--- src/rtl/wb_write_arbiter.sv ---
// Write-back arbiter: merges two never-stalled ALU lanes and a FIFO-buffered
// long-latency source onto the register file's two write ports. Buffered
// results that a younger ALU write to the same register supersedes are popped
// without writing.
module wb_write_arbiter #(
    parameter int DEPTH = 4,
    parameter int AW    = 5,
    parameter int DW    = 32
) (
    input  logic                     clk,
    input  logic                     rst,
    input  logic                     alu0_valid,
    input  logic [AW-1:0]            alu0_rd,
    input  logic [DW-1:0]            alu0_data,
    input  logic                     alu1_valid,
    input  logic [AW-1:0]            alu1_rd,
    input  logic [DW-1:0]            alu1_data,
    input  logic                     ll_valid,
    input  logic [AW-1:0]            ll_rd,
    input  logic [DW-1:0]            ll_data,
    output logic                     ll_ready,
    output logic                     we1,
    output logic [AW-1:0]            writeRegister1,
    output logic [DW-1:0]            writeData1,
    output logic                     we2,
    output logic [AW-1:0]            writeRegister2,
    output logic [DW-1:0]            writeData2,
    output logic [$clog2(DEPTH):0]   fifo_count
);

    localparam int PW = $clog2(DEPTH);

    // FIFO storage and bookkeeping
    logic [AW-1:0]    entRd_q   [DEPTH];
    logic [DW-1:0]    entData_q [DEPTH];
    logic [DEPTH-1:0] entLive_q, entLive_d;
    logic [PW-1:0]    rdPtr_q, rdPtr_d;
    logic [PW-1:0]    wrPtr_q, wrPtr_d;
    logic [PW:0]      count_q, count_d;

    // Registered write-port outputs
    logic             we1_q, we1_d;
    logic [AW-1:0]    wreg1_q, wreg1_d;
    logic [DW-1:0]    wdata1_q, wdata1_d;
    logic             we2_q, we2_d;
    logic [AW-1:0]    wreg2_q, wreg2_d;
    logic [DW-1:0]    wdata2_q, wdata2_d;

    // Per-cycle decode
    logic             aluIss0, aluIss1;
    logic             llPush;
    logic [PW-1:0]    headIdx, secIdx;
    logic             haveHead, haveSec;
    logic             killHead;
    logic [1:0]       popCnt;

    // True when an issuing ALU lane targets rd this cycle (rd==0 never issues)
    function automatic logic aluHits(
        input logic [AW-1:0] rd,
        input logic          v0,
        input logic [AW-1:0] r0,
        input logic          v1,
        input logic [AW-1:0] r1
    );
        return (v0 && (r0 == rd)) || (v1 && (r1 == rd));
    endfunction

    assign ll_ready       = (count_q < (PW+1)'(DEPTH));
    assign fifo_count     = count_q;
    assign we1            = we1_q;
    assign writeRegister1 = wreg1_q;
    assign writeData1     = wdata1_q;
    assign we2            = we2_q;
    assign writeRegister2 = wreg2_q;
    assign writeData2     = wdata2_q;

    // Port assignment, pop count, WAW kill marking and FIFO next state
    always_comb begin
        aluIss0  = alu0_valid && (alu0_rd != '0);
        aluIss1  = alu1_valid && (alu1_rd != '0);
        llPush   = ll_valid && ll_ready && (ll_rd != '0);
        headIdx  = rdPtr_q;
        secIdx   = rdPtr_q + PW'(1);
        haveHead = (count_q != '0);
        haveSec  = (count_q >= (PW+1)'(2));
        killHead = aluHits(entRd_q[headIdx], aluIss0, alu0_rd, aluIss1, alu1_rd);

        popCnt   = 2'd0;
        we1_d    = 1'b0;
        wreg1_d  = '0;
        wdata1_d = '0;
        we2_d    = 1'b0;
        wreg2_d  = '0;
        wdata2_d = '0;

        if (aluIss0 && aluIss1) begin
            we1_d    = 1'b1;
            wreg1_d  = alu0_rd;
            wdata1_d = alu0_data;
            we2_d    = 1'b1;
            wreg2_d  = alu1_rd;
            wdata2_d = alu1_data;
        end else if (aluIss0 || aluIss1) begin
            we2_d    = 1'b1;
            wreg2_d  = aluIss0 ? alu0_rd : alu1_rd;
            wdata2_d = aluIss0 ? alu0_data : alu1_data;
            if (haveHead) begin
                popCnt = 2'd1;
                if (entLive_q[headIdx] && !killHead) begin
                    we1_d    = 1'b1;
                    wreg1_d  = entRd_q[headIdx];
                    wdata1_d = entData_q[headIdx];
                end
            end
        end else begin
            if (haveHead) begin
                popCnt = 2'd1;
                if (entLive_q[headIdx]) begin
                    we1_d    = 1'b1;
                    wreg1_d  = entRd_q[headIdx];
                    wdata1_d = entData_q[headIdx];
                end
            end
            if (haveSec) begin
                popCnt = 2'd2;
                if (entLive_q[secIdx]) begin
                    we2_d    = 1'b1;
                    wreg2_d  = entRd_q[secIdx];
                    wdata2_d = entData_q[secIdx];
                end
            end
        end

        entLive_d = entLive_q;
        for (int i = 0; i < DEPTH; i++) begin
            if (aluHits(entRd_q[i], aluIss0, alu0_rd, aluIss1, alu1_rd)) begin
                entLive_d[i] = 1'b0;
            end
        end
        if (llPush) begin
            entLive_d[wrPtr_q] = !aluHits(ll_rd, aluIss0, alu0_rd, aluIss1, alu1_rd);
        end

        rdPtr_d = rdPtr_q + PW'(popCnt);
        wrPtr_d = wrPtr_q + PW'(llPush);
        count_d = count_q + (PW+1)'(llPush) - (PW+1)'(popCnt);
    end

    // State update; reset drops every buffered entry and clears the write ports
    always_ff @(posedge clk or negedge rst) begin
        if (!rst) begin
            for (int i = 0; i < DEPTH; i++) begin
                entRd_q[i]   <= '0;
                entData_q[i] <= '0;
            end
            entLive_q <= '0;
            rdPtr_q   <= '0;
            wrPtr_q   <= '0;
            count_q   <= '0;
            we1_q     <= 1'b0;
            wreg1_q   <= '0;
            wdata1_q  <= '0;
            we2_q     <= 1'b0;
            wreg2_q   <= '0;
            wdata2_q  <= '0;
        end else begin
            if (llPush) begin
                entRd_q[wrPtr_q]   <= ll_rd;
                entData_q[wrPtr_q] <= ll_data;
            end
            entLive_q <= entLive_d;
            rdPtr_q   <= rdPtr_d;
            wrPtr_q   <= wrPtr_d;
            count_q   <= count_d;
            we1_q     <= we1_d;
            wreg1_q   <= wreg1_d;
            wdata1_q  <= wdata1_d;
            we2_q     <= we2_d;
            wreg2_q   <= wreg2_d;
            wdata2_q  <= wdata2_d;
        end
    end

endmodule

--- config.mk ---
export PLATFORM = sky130hd
export DESIGN_NAME = wb_write_arbiter
export DESIGN_NICKNAME = d
export VERILOG_FILES = /design/src/rtl/wb_write_arbiter.sv
export SDC_FILE = /design/constraint.sdc
export NUM_CORES = 1
export LEC_CHECK = 0
export CORE_MARGIN = 2
export CORE_UTILIZATION = 40
export CTS_CLUSTER_SIZE = 40
export DETAILED_ROUTE_END_ITERATION = 7
export HOLD_SLACK_MARGIN = 0.12
export SLEW_MARGIN = 10
export SYNTH_ARGS = -nofsm -noshare
export SYNTH_HDL_FRONTEND = slang
export SYNTH_SLANG_ARGS = --single-unit
--- constraint.sdc ---
create_clock -name clk -period 3.3 [get_ports clk]
set_input_delay 0.495 -clock clk [delete_from_list [all_inputs] [get_ports clk]]
set_output_delay 0.495 -clock clk [all_outputs]
set_load 0.005 [all_outputs]
**Word-level counts from Yosys, hierarchy flattened**

Cells that the tools add are included.

- $add $sub $neg: 5
- Magnitude comparators: 10
- Equal/unequal tests: 12
- Multiplexer cells: 66
- Bitwise gates (word level): 3
- Reduce and logical (&&, ||, !) cells: 33

Operator list:

| cell | number |
|---|---|
| $mux 32 | 16 |
| $bmux 32 s2 | 2 |
| $bwmux 128 | 1 |
| $mux 5 | 16 |
| $demux 32 s2 | 1 |
| $eq 5x5->1 | 12 |
| $bmux 5 s2 | 2 |
| $bwmux 20 | 1 |
| $logic_and 1x1->1 | 20 |
| $mux 1 | 18 |
| $reduce_bool 5->1 | 3 |
| $demux 5 s2 | 1 |
| $ge 3x3->1 const B | 3 |
| $lt 2x3->1 const B | 3 |
| $not 2->3 | 3 |
| $logic_or 1x1->1 | 7 |
| $mux 2 | 3 |
| $bmux 1 s2 | 2 |
| $bwmux 4 | 1 |
| $mux 4 | 1 |
| $add 3x1->3 | 1 |
| $ge 3x2->1 const B | 1 |
| $lt 3x1->1 const B | 1 |
| $lt 3x3->1 const B | 1 |
| 8 further kinds | 9 |

- Bits in registers: 235
- Bits of input ports: 116
- Output and inout port bits: 80
- Word-level logic and storage cells: 147

**Logic depth before layout (Yosys ltp)**

Gate-level depths: netlist of the first run.

- Word-level depth: 13
- Depth in mapped cells: 12
- Gate-level depth less buffers: 9

**Least setup slack after synthesis of the first run**

Ideal clock, no wire load.

- Path kind: input-to-reg
- Start point: in alu1_rd[1]
- End point: reg count_q[2], in the netlist fifo_count[2]
- Setup time: 124 ps
- Data arrival time: 2,902 ps
- Data required time: 3,176 ps
- Slack: 274 ps
- Stages on the path: 12
- Path buffers: 3
- Cells stage by stage: buf_4 -> or4_4 -> o21a_1 -> buf_4 -> nand2_2 -> buf_6 -> o211ai_1 -> xnor2_1 -> ha_1 -> fa_1 -> xnor2_1 -> xnor2_1

- Cells in the longest elaborated chain, start to end: 6
- Elaborated cells on any way between the ends: 7
- Those cells by class: add/sub: 1; mux: 2; reduce/logical: 4

RTL lines:

| item | RTL line | source |
|---|---|---|
| from (decl) | 16 | `input logic [AW-1:0] alu1_rd,` |
| $reduce_bool 5->1 * | 80 | `aluIss1 = alu1_valid && (alu1_rd != '0);` |
| $logic_and 1x1->1 * | 80 |  |
| $logic_or 1x1->1 | 103 | `end else if (aluIss0 \|\| aluIss1) begin` |
| $mux 2 | 103 |  |
| $mux 2 * | 96 | `if (aluIss0 && aluIss1) begin` |
| $sub 3x2->3 * | 146 | `count_d = count_q + (PW+1)'(llPush) - (PW+1)'(popCnt);` |
| net count_d[2] | 39 | `logic [PW:0] count_q, count_d;` |
| to (signal assigned) | 174 | `count_q <= count_d;` |
| to (decl) | 39 |  |

Mark *: on every way through the listed nets, which the timed path passes. The rest lies on a longest branch.
A chain may end at the register's enable or synchronous reset.

**Worst setup path after layout of the first run**

- Start point: reg rdPtr_q[0], in the netlist headIdx[0]
- End point: reg wreg1_q[4], in the netlist writeRegister1[4]

- Cells in the longest elaborated chain, start to end: 13
- Elaborated cells on any way between the ends: 19
- Those cells by class: eq/ne: 2; mux: 11; bitwise: 1; reduce/logical: 5

RTL lines:

| item | RTL line | source |
|---|---|---|
| from (decl) | 37 | `logic [PW-1:0] rdPtr_q, rdPtr_d;` |
| from (signal assigned) | 172 | `rdPtr_q <= rdPtr_d;` |
| $not 2->3 (implied by the code) | 86, 111, 120 |  |
| $bmux 5 s2 | 86, 111, 120 |  |
| $mux 5 (implied by the code) (2 in series) | 86, 111, 120 |  |
| $eq 5x5->1 | 65 | `return (v0 && (r0 == rd)) \|\| (v1 && (r1 == rd));` |
| $logic_and 1x1->1 | 65 |  |
| $logic_or 1x1->1 | 65 |  |
| $logic_not 1->1 | 109 | `if (entLive_q[headIdx] && !killHead) begin` |
| $logic_and 1x1->1 | 109 |  |
| $mux 5 | 109 |  |
| $mux 5 | 107 | `if (haveHead) begin` |
| $mux 5 * | 103 |  |
| $mux 5 * | 96 |  |
| net wreg1_d[4] | 43 | `logic [AW-1:0] wreg1_q, wreg1_d;` |
| to (signal assigned) | 176 | `wreg1_q <= wreg1_d;` |
| to (decl) | 43 |  |

Mark *: on every way through the listed nets, which the timed path passes. The rest lies on a longest branch. The select of a mux whose other input is x is not followed.

==> results of run 1 <==
-- sequential cells by signal (all words and copies together) (netlist names), 2 cells and up --
name / count
fifo_count: 3
headIdx: 2
entRd_q: 20
writeData1: 32
writeData2: 32
wrPtr_q: 2
entData_q: 128
writeRegister1: 5
writeRegister2: 5
entLive_q: 4
-- worst paths after layout --
check | from | endpoint | cells past startpoint
min in group clk | entData_q[3] | entData_q[3] | 1
max in group asynchronous | rst | writeRegister2[3] | 3
worst max register to register | headIdx[0] | writeRegister1[4] | 6
worst max-delay path | headIdx[0] | writeRegister1[4] | 6
worst min-delay path | rst | entData_q[32] | 2
worst min register to register | entData_q[3] | entData_q[3] | 1
-- stage by stage --
stage / std cells / utilization / total power [W] / instance area [um2] / hold WS (ps)
finish: 1524 / 0.5182 / 0.01437 / 15440 / 523.3
global route: 1524 / 0.5182 / 0.01524 / 15440 / 507.6
CTS: 1524 / 0.5182 / 0.01449 / 15440 / 503.4
detailed placement: 1475 / 0.4894 / 0.01157 / 14580 / 513.7
global placement: 1475 / 0.4894 / 0.01143 / 14580 / 500.8
floorplan: 928 / - / 0.009592 / 12150 / 199.4
-- synth_stat cells, types with 2 or more instances --
library cell,count
buf_8,2
buf_6,6
a32oi_1,2
o21a_1,2
a31oi_1,35
o31ai_1,19
mux2_4,19
or3_1,2
mux2_2,129
o31ai_2,19
mux4_2,76
nor2_1,36
dfrtp_1,235
nand3b_1,2
buf_1,5
a21oi_1,2
buf_2,30
clkbuf_1,28
xor2_1,36
nand2_1,110
o21ai_2,2
xnor2_1,30
buf_4,12
nand4_1,14
nand3_1,39
o21ai_0,6
nor3_1,11
ha_1,3
-- logic make-up after synthesis --
logic type               after synthesis  synth area share
multiplexers                         225            0.2848
flip-flops                           235            0.4840
AND/OR/NAND/NOR                      222           0.07992
AO/OA/AOI/OAI                         91           0.06025
buffers and inverters                 85           0.03872
XOR/XNOR                              66           0.04758
adder cells (fa/ha/maj)                4          0.004738
-- routing by layer --
layer  part of all wire  vias to the layer above
met3              0.062                       47
met1               0.44                     4374
met4              0.017                        2
li1                   -                     3758
met5            0.00038                        -
met2               0.48                      279
-- timing repair --
action                    4_1_cts  5_1_grt
hold endpoints to repair       84        0
hold buffers                    1        0
setup buffers                   0        0
-- final cells by class --
class                   instances  area share
clock inverters                13    0.006726
flip-flops and latches        235      0.3813
well taps                     390     0.03160
inverters                       1   0.0002431
clock buffers                  35     0.04821
multi-input cells             608      0.3781
repair buffers                242      0.1538
-- power by group --
part / total, W / internal, W / switching [W] / leakage [nW]
logic: 0.00624 / 0.00369 / 0.00256 / 3.03
registers: 0.00526 / 0.00415 / 0.00111 / 2.85
clock network: 0.00286 / 0.00166 / 0.00120 / 0.427
total: 0.0144 / 0.00950 / 0.00487 / 6.30
==> metrics.yaml, run 1 <==
min_period_ps: 2872
cts_tree: "yes"
antennaDiodeCount: 0
critPathSlowestCell: "dfrtp_4"
die_area_mm2: 0.03178
dr.pass1.iters: 5
synth_cell_types: 44
seqCellArea_mm2: 0.005888
post_cts_resized: 0
grt-ovfl-total: 0
slowest_delay_ps: 640
max_cap_viol_count: 0
rsz0062_at_grt: "no"
wire_per_inst_um: 22.36
busiest_layer: "met2"
slew_viol_final: 0
criticalPathCategory: "reg -> reg"
dp_hpwl_mm: 22.03
grt_max_degree: 92
fin_skew_ps: 16.47
grt_pass1_wl_mm: 53.01
layout_setup_ws_ps: 428.1
drt-total-wl_mm: 34.07
power_density_mw_per_mm2: 930.3
synth_area_leaders: "dfrtp_1, mux4_2, mux2_2"
grt_antenna_before_repair: 1
synth-seq-cells: 235
ir_drop_uv: 472.4
clock_path_buffers: 3
start_kind: "register"
io_buffers: 195
final_common_cell: "dfrtp_1"
track_usage: 0.2179
async_flop_share: 1.000
cts_max_level: 1
synthFlopType: "dfrtp_1"
worstPathCellList: "mux4_2 -> xor2_1 -> nor4_1 -> a31o_2 -> buf_4 -> o31ai_1"
fillers: 2608
synth_nets: 1048
post-route-period-util: 0.8703
insertion_delay_ps: 540
synth_edf_count: 0
initialDrtViolationCount: 457
antenna_left: 0
rows: 63
layout-drive-gt1-share: 0.3086
synth_top_area_frac: 0.4840
fin_setup_tns_ps: 0
clock_sinks: 235
via_per_inst: 5.551
crit_family: "flip-flops"
cp_num_buf_inv: 1
netlist_instances: 928
vias: 8460
synth-seq-area-share: 0.4840
multiInputGateArea_mm2: 0.005838
hp-class: "in -> async"
coreArea_mm2: 0.02980
setup_viol: 0
io_pins: 196
die_w_um: 178.3
first_global_vias: 8987
drc: 0
slew_headroom: 0.2975
cts_root_buf: "clkbuf_16"
yosys.area.top_type: "dfrtp_1"
yosysWarningCount: 0
initial_utilization: 0.4077
fmax_mhz: 348.2
p_leak_nw: 6.301
hold_viol: 0
met2_usage: 0.3609
syn2layout_area_growth_pct: 27.10
met1_usage: 0.2976
syn_area_per_cell_um2: 13.09
dpl_worst_slack_ps: 53.44
gp_congestion: 0.8874
outcome: "finished, final reports clean"
r2r_slack_ps: 430
syn_area_mm2: 0.01215
layout_common_cells: "dfrtp_1, clkdlybuf4s50_1, mux2_2, nand2_1, mux4_2"
crit_required_ps: 3700
critPathCaptureType: "register"
crit_arrival_ps: 3270
chipHeight_um: 178.3
cts_buffers: 26
nets: 1234
use_met3: 0.04199
worst_pin_slew_ps: 1054
clk_pin_slew_ps: 60
path_max_fanout: 18
Note: power is estimated with default switching activity, not from simulation.
==> inputs of run 2 (changes only) <==
--- a/config.mk
+++ b/config.mk
@@ -5,11 +5,13 @@
 export SDC_FILE = /design/constraint.sdc
 export NUM_CORES = 1
 export LEC_CHECK = 0
+export CORE_ASPECT_RATIO = 1.5
 export CORE_MARGIN = 2
-export CORE_UTILIZATION = 40
+export CORE_UTILIZATION = 58
 export CTS_CLUSTER_SIZE = 40
 export DETAILED_ROUTE_END_ITERATION = 7
 export HOLD_SLACK_MARGIN = 0.12
+export PLACE_DENSITY = 0.86
 export SLEW_MARGIN = 10
 export SYNTH_ARGS = -nofsm -noshare
 export SYNTH_HDL_FRONTEND = slang
==> constraint.sdc (replaced) <==
create_clock -name clk -period 3.3 [get_ports clk]
set_input_delay 0.99 -clock clk [delete_from_list [all_inputs] [get_ports clk]]
set_output_delay 0.99 -clock clk [all_outputs]
set_load 0.005 [all_outputs]
==> run 2 against run 1 <==
Critical path depth rose by 4. Clock-buffer cell count down 2. Die area fell by 30%. Flip-flop and latch count did not move. Sequential power shrank 0.8%.
==> metrics.yaml, run 2 (same netlist as run 1, synthesis figures left out) <==
outcome: "finished, final reports clean"
seqCellArea_mm2: 0.005888
crit_arrival_ps: 3550
holdBufCountCts: 0
worst_pin_slew_ps: 1036
die_w_um: 122.2
clk_pin_slew_ps: 60
slew_headroom: 0.3094
clock_sinks: 235
gp_congestion: 0.9547
worstPathCellList: "clkdlybuf4s50_1 -> or4_1 -> o21a_2 -> nand2_4 -> o211ai_1 -> xnor2_1 -> ha_2 -> fa_2 -> xnor2_2 -> xnor2_1"
rsz0062_at_grt: "no"
pwr-share-seq: 0.360
criticalPathCategory: "in -> reg"
slowest_delay_ps: 630
p_leak_nw: 6.308
cts_setup_buffers: 0
hp-class: "in -> async"
total_power_w: 0.01448
wire_per_inst_um: 23.86
initial_utilization: 0.5927
io_pins: 196
layout.cells.non_filler: 1394
grt-ovfl-total: 0
chipHeight_um: 181.3
initialDrtViolationCount: 753
track_usage: 0.3066
io_buffers: 195
p_clk_frac: 0.188
grt_pass1_wl_mm: 52.00
cts_root_buf: "clkbuf_16"
final_common_cell: "dfrtp_1"
die_area_mm2: 0.02214
post-route-period-util: 0.9570
first_global_vias: 9500
p_sw_w: 0.004894
clock_path_buffers: 3
path_max_fanout: 3
fin_util: 0.7481
dp_hpwl_mm: 21.69
rows: 64
layout-drive-gt1-share: 0.3070
nets: 1231
dpl-instance-area_mm2: 0.01455
start_kind: "input port"
hold_viol: 0
via_per_inst: 6.341
cts_max_level: 1
post_cts_resized: 0
slew_viol_final: 0
top_layer: "met4"
antenna_left: 0
fmax_mhz: 316.6
wl_met3_mm: 1.933
cts_tree: "yes"
stdcell_area_mm2: 0.01534
fillers: 1304
dr.pass1.iters: 5
p_int_w: 0.009584
insertion_delay_ps: 500
grt_antenna_before_repair: 3
coreArea_mm2: 0.02050
top_register: "entData_q"
switching_share: 0.3380
layout_common_cells: "dfrtp_1, clkdlybuf4s50_1, mux2_2, nand2_1, mux4_2"
timing.hold.ws_ps: 434.2
cts_buffers: 22
syn2layout_area_growth_pct: 26.23
max_cap_viol_count: 0
crit_required_ps: 3690
ir_drop_uv: 751.2
critPathSlowestCell: "or4_1"
largest_reg_flops: 128
fin_skew_ps: 7.669
drt-total-wl_mm: 33.26
pwr-share-comb: 0.452
wl_met2_mm: 18.06
min_period_ps: 3158
multiInputGateArea_mm2: 0.005856
cp_common_cell: "xnor2_1"
setup_viol: 0
vias: 8840
power_density_mw_per_mm2: 944.1
drc: 0
critPathCaptureType: "register"
wl_met1_mm: 12.10
grt_max_degree: 79
place_inst: 1351
run 2: changes by cell type in the layout (fill, tap and decap cells not counted), moves of 2 or more:
| cell | before | now |
|---|---|---|
| buf_12 | 5 | 12 |
| clkinv_2 | 10 | 4 |
| buf_4 | 41 | 36 |
| clkbuf_16 | 26 | 23 |
| diode_2 | 0 | 3 |
| bufinv_16 | 1 | 3 |
run 2: worst paths after layout:
check | cells after the start | to | start | slack (ps)
max reg2reg | 7 | writeData1[2] | headIdx[1] | 680
min in group clk | 1 | entData_q[17] | entData_q[17] | 520
max | 10 | fifo_count[2] | alu0_rd[2] | 140
min reg2reg | 1 | entData_q[17] | entData_q[17] | 520
min | 1 | entData_q[5] | rst | 430
max in group asynchronous | 2 | writeData1[30] | rst | 2000
run 2: metrics by stage:
step	setup TNS [ps]	worst slack, ps
after floorplan	-37.02	-37.02
after global placement	-5919	-327.4
after detailed placement	-9256	-359.0
after CTS	0	144.3
after global routing	0	61.36
final	0	141.9
run 2: cell type report:
type	count	share of cell area
Antenna cell	3	0.0004895
Clock inverter	7	0.007180
Clock buffer	33	0.04389
Sequential cell	235	0.3839
Timing Repair Buffer	243	0.1609
Tap cell	264	0.02154
Multi-Input combinational cell	608	0.3818
Inverter	1	0.0002448
run 2: worst max-delay path: cells and delay by family:
kind	cells	cell delay (ps)
AO/OA/AOI/OAI	2	420
XOR/XNOR	3	450
adder cells (fa/ha/maj)	2	540
buffers and inverters	1	440
AND/OR/NAND/NOR	2	710
run 2: layer usage:
metal	vias to the layer above	global-route usage
met4	0	0.1434
li1	3766	-
met2	396	0.5339
met1	4598	0.3750
met5	-	0
met3	80	0.04040
run 2: power by group through the flow:
stage / Combinational, W / Clock (W) / Sequential, W
after floorplan: 0.00480 / 0 / 0.00483
after detailed placement: 0.00645 / 0 / 0.00520
after global placement: 0.00627 / 0 / 0.00512
final: 0.00654 / 0.00272 / 0.00522
after global routing: 0.00694 / 0.00288 / 0.00536
after CTS: 0.00654 / 0.00274 / 0.00519
==> inputs of run 3 (changes only) <==
==> constraint.sdc (replaced) <==
create_clock -name clk -period 3.3 [get_ports clk]
set_input_delay 0.825 -clock clk [delete_from_list [all_inputs] [get_ports clk]]
set_output_delay 0.825 -clock clk [all_outputs]
set_load 0.005 [all_outputs]
==> run 3 against run 2 <==
Non-clock buffer count fell by 1. Clock skew is 12 ps higher. Cell area is 0.15% lower. Combinational power fell by 2%. Global-route usage is 0.21 points lower. Sequential power decreased by 0.8%. Core utilization shrank 0.11 points. Via count is 0.71% lower. First-iteration DRC count decreased by 20%. Final cell count is essentially flat. Total power down 1.6%. Critical endpoint unchanged. Critical path type unchanged.
==> metrics.yaml, run 3 (same netlist as run 1, synthesis figures left out) <==
drt-total-wl_mm: 32.53
total_power_w: 0.01424
gp_congestion: 0.8755
slew_viol_final: 0
track_usage: 0.3044
p_sw_w: 0.004819
first_global_vias: 9666
p_leak_nw: 6.276
rows: 64
coreArea_mm2: 0.02050
hp-class: "in -> async"
pwr-share-seq: 0.364
post-route-period-util: 0.9068
fmax_mhz: 334.2
io_buffers: 195
final_common_cell: "dfrtp_1"
top_register: "entData_q"
die_w_um: 122.2
initial_utilization: 0.5927
fillers: 1325
cts_tree: "yes"
slew_headroom: 0.3618
dp_hpwl_mm: 21.78
antenna_left: 0
die_area_mm2: 0.02214
pwr-share-comb: 0.451
holdBufCountCts: 0
io_pins: 196
grt_max_degree: 90
clock_path_buffers: 3
path_max_fanout: 2
hold_viol: 0
post_cts_resized: 0
grt_pass1_wl_mm: 52.03
worst_pin_slew_ps: 957.4
insertion_delay_ps: 510
stdcell_area_mm2: 0.01531
initialDrtViolationCount: 606
chipHeight_um: 181.3
via_per_inst: 6.301
vias: 8777
multiInputGateArea_mm2: 0.005843
cts_buffers: 23
criticalPathCategory: "in -> reg"
outcome: "finished, final reports clean"
reg2reg_depth: 6
switching_share: 0.3383
fin_util: 0.7470
grt-ovfl-total: 0
min_period_ps: 2992
r2r_slack_ps: 650
clock_sinks: 235
max_cap_viol_count: 0
crit_arrival_ps: 3420
dr.pass1.iters: 5
fin_skew_ps: 19.57
ir_drop_uv: 572.3
largest_reg_flops: 128
timing.rr.end: "writeRegister1[1]"
drc: 0
cts_max_level: 1
rsz0062_at_grt: "no"
p_int_w: 0.009424
timing.hold.ws_ps: 317.2
critPathCaptureType: "register"
layout_common_cells: "dfrtp_1, clkdlybuf4s50_1, mux2_2, nand2_1, mux4_2"
grt_antenna_before_repair: 2
dpl-instance-area_mm2: 0.01455
setup_viol: 0
p_clk_frac: 0.185
reg2reg_from: "headIdx[0]"
syn2layout_area_growth_pct: 26.05
layout-drive-gt1-share: 0.3070
cts_root_buf: "clkbuf_16"
clk_pin_slew_ps: 60
crit_required_ps: 3730
seqCellArea_mm2: 0.005888
cts_setup_buffers: 0
fin_setup_tns_ps: 0
nets: 1231
start_kind: "input port"
wire_per_inst_um: 23.35
power_density_mw_per_mm2: 930.1
## run 3: changes by cell type in the layout (fill, tap and decap cells not counted), moves of 2 or more
cell | previous run | this run
buf_12 | 12 | 14
clkinvlp_4 | 0 | 3
buf_4 | 36 | 33
clkbuf_8 | 6 | 4
## run 3: metal layers
metal	track usage	up-vias	routed length, um
li1	-	3764	-
met1	0.3687	4493	11610
met2	0.5120	404	17150
met3	0.04987	116	2033
met4	0.1738	0	1740
met5	0	-	0
## run 3: power groups by stage
stage          Sequential [W]  Combinational [W]  Clock (W)
5_1_grt               0.00536            0.00687    0.00280
2_1_floorplan         0.00483            0.00477          0
6_report              0.00518            0.00642    0.00264
4_1_cts               0.00517            0.00644    0.00268
3_3_place_gp          0.00512            0.00620          0
3_5_place_dp          0.00521            0.00639          0
## run 3: worst max-delay path by stage
stage | start | endpoint | slack, ps | depth (start not counted)
6_report | alu0_rd[2] | fifo_count[2] | 310 | 11
5_1_grt | alu0_rd[2] | fifo_count[2] | 200 | 11
4_1_cts | alu0_rd[2] | fifo_count[2] | 320 | 11
3_5_place_dp | alu0_rd[2] | fifo_count[2] | -210 | 11
3_3_place_gp | alu0_rd[2] | fifo_count[2] | -140 | 11
2_1_floorplan | alu1_rd[1] | fifo_count[2] | 20 | 12
## run 3: final cells by class
| cell class | count | area share |
|---|---|---|
| Tap cell | 264 | 0.02157 |
| Clock buffer | 30 | 0.04192 |
| Sequential cell | 235 | 0.3845 |
| Clock inverter | 11 | 0.007599 |
| Antenna cell | 2 | 0.0003268 |
| Timing Repair Buffer | 242 | 0.1623 |
| Multi-Input combinational cell | 608 | 0.3816 |
| Inverter | 1 | 0.0002451 |
## run 3: metrics by stage
step | instances | worst slack (ps)
4_1_cts | 1391 | 315.5
2_1_floorplan | 928 | 16.11
3_5_place_dp | 1350 | -213.7
6_report | 1393 | 307.6
3_3_place_gp | 1350 | -140.6
5_1_grt | 1393 | 202.3
## run 3: worst max-delay path: stages
cell and delay [ps]:
clkdlybuf4s50_1 430, or4_1 590, buf_4 180, o21ai_4 130
nand3_1 100, o211ai_1 160, xnor2_1 120, ha_2 190
fa_2 380, xnor2_1 180, xnor2_1 140
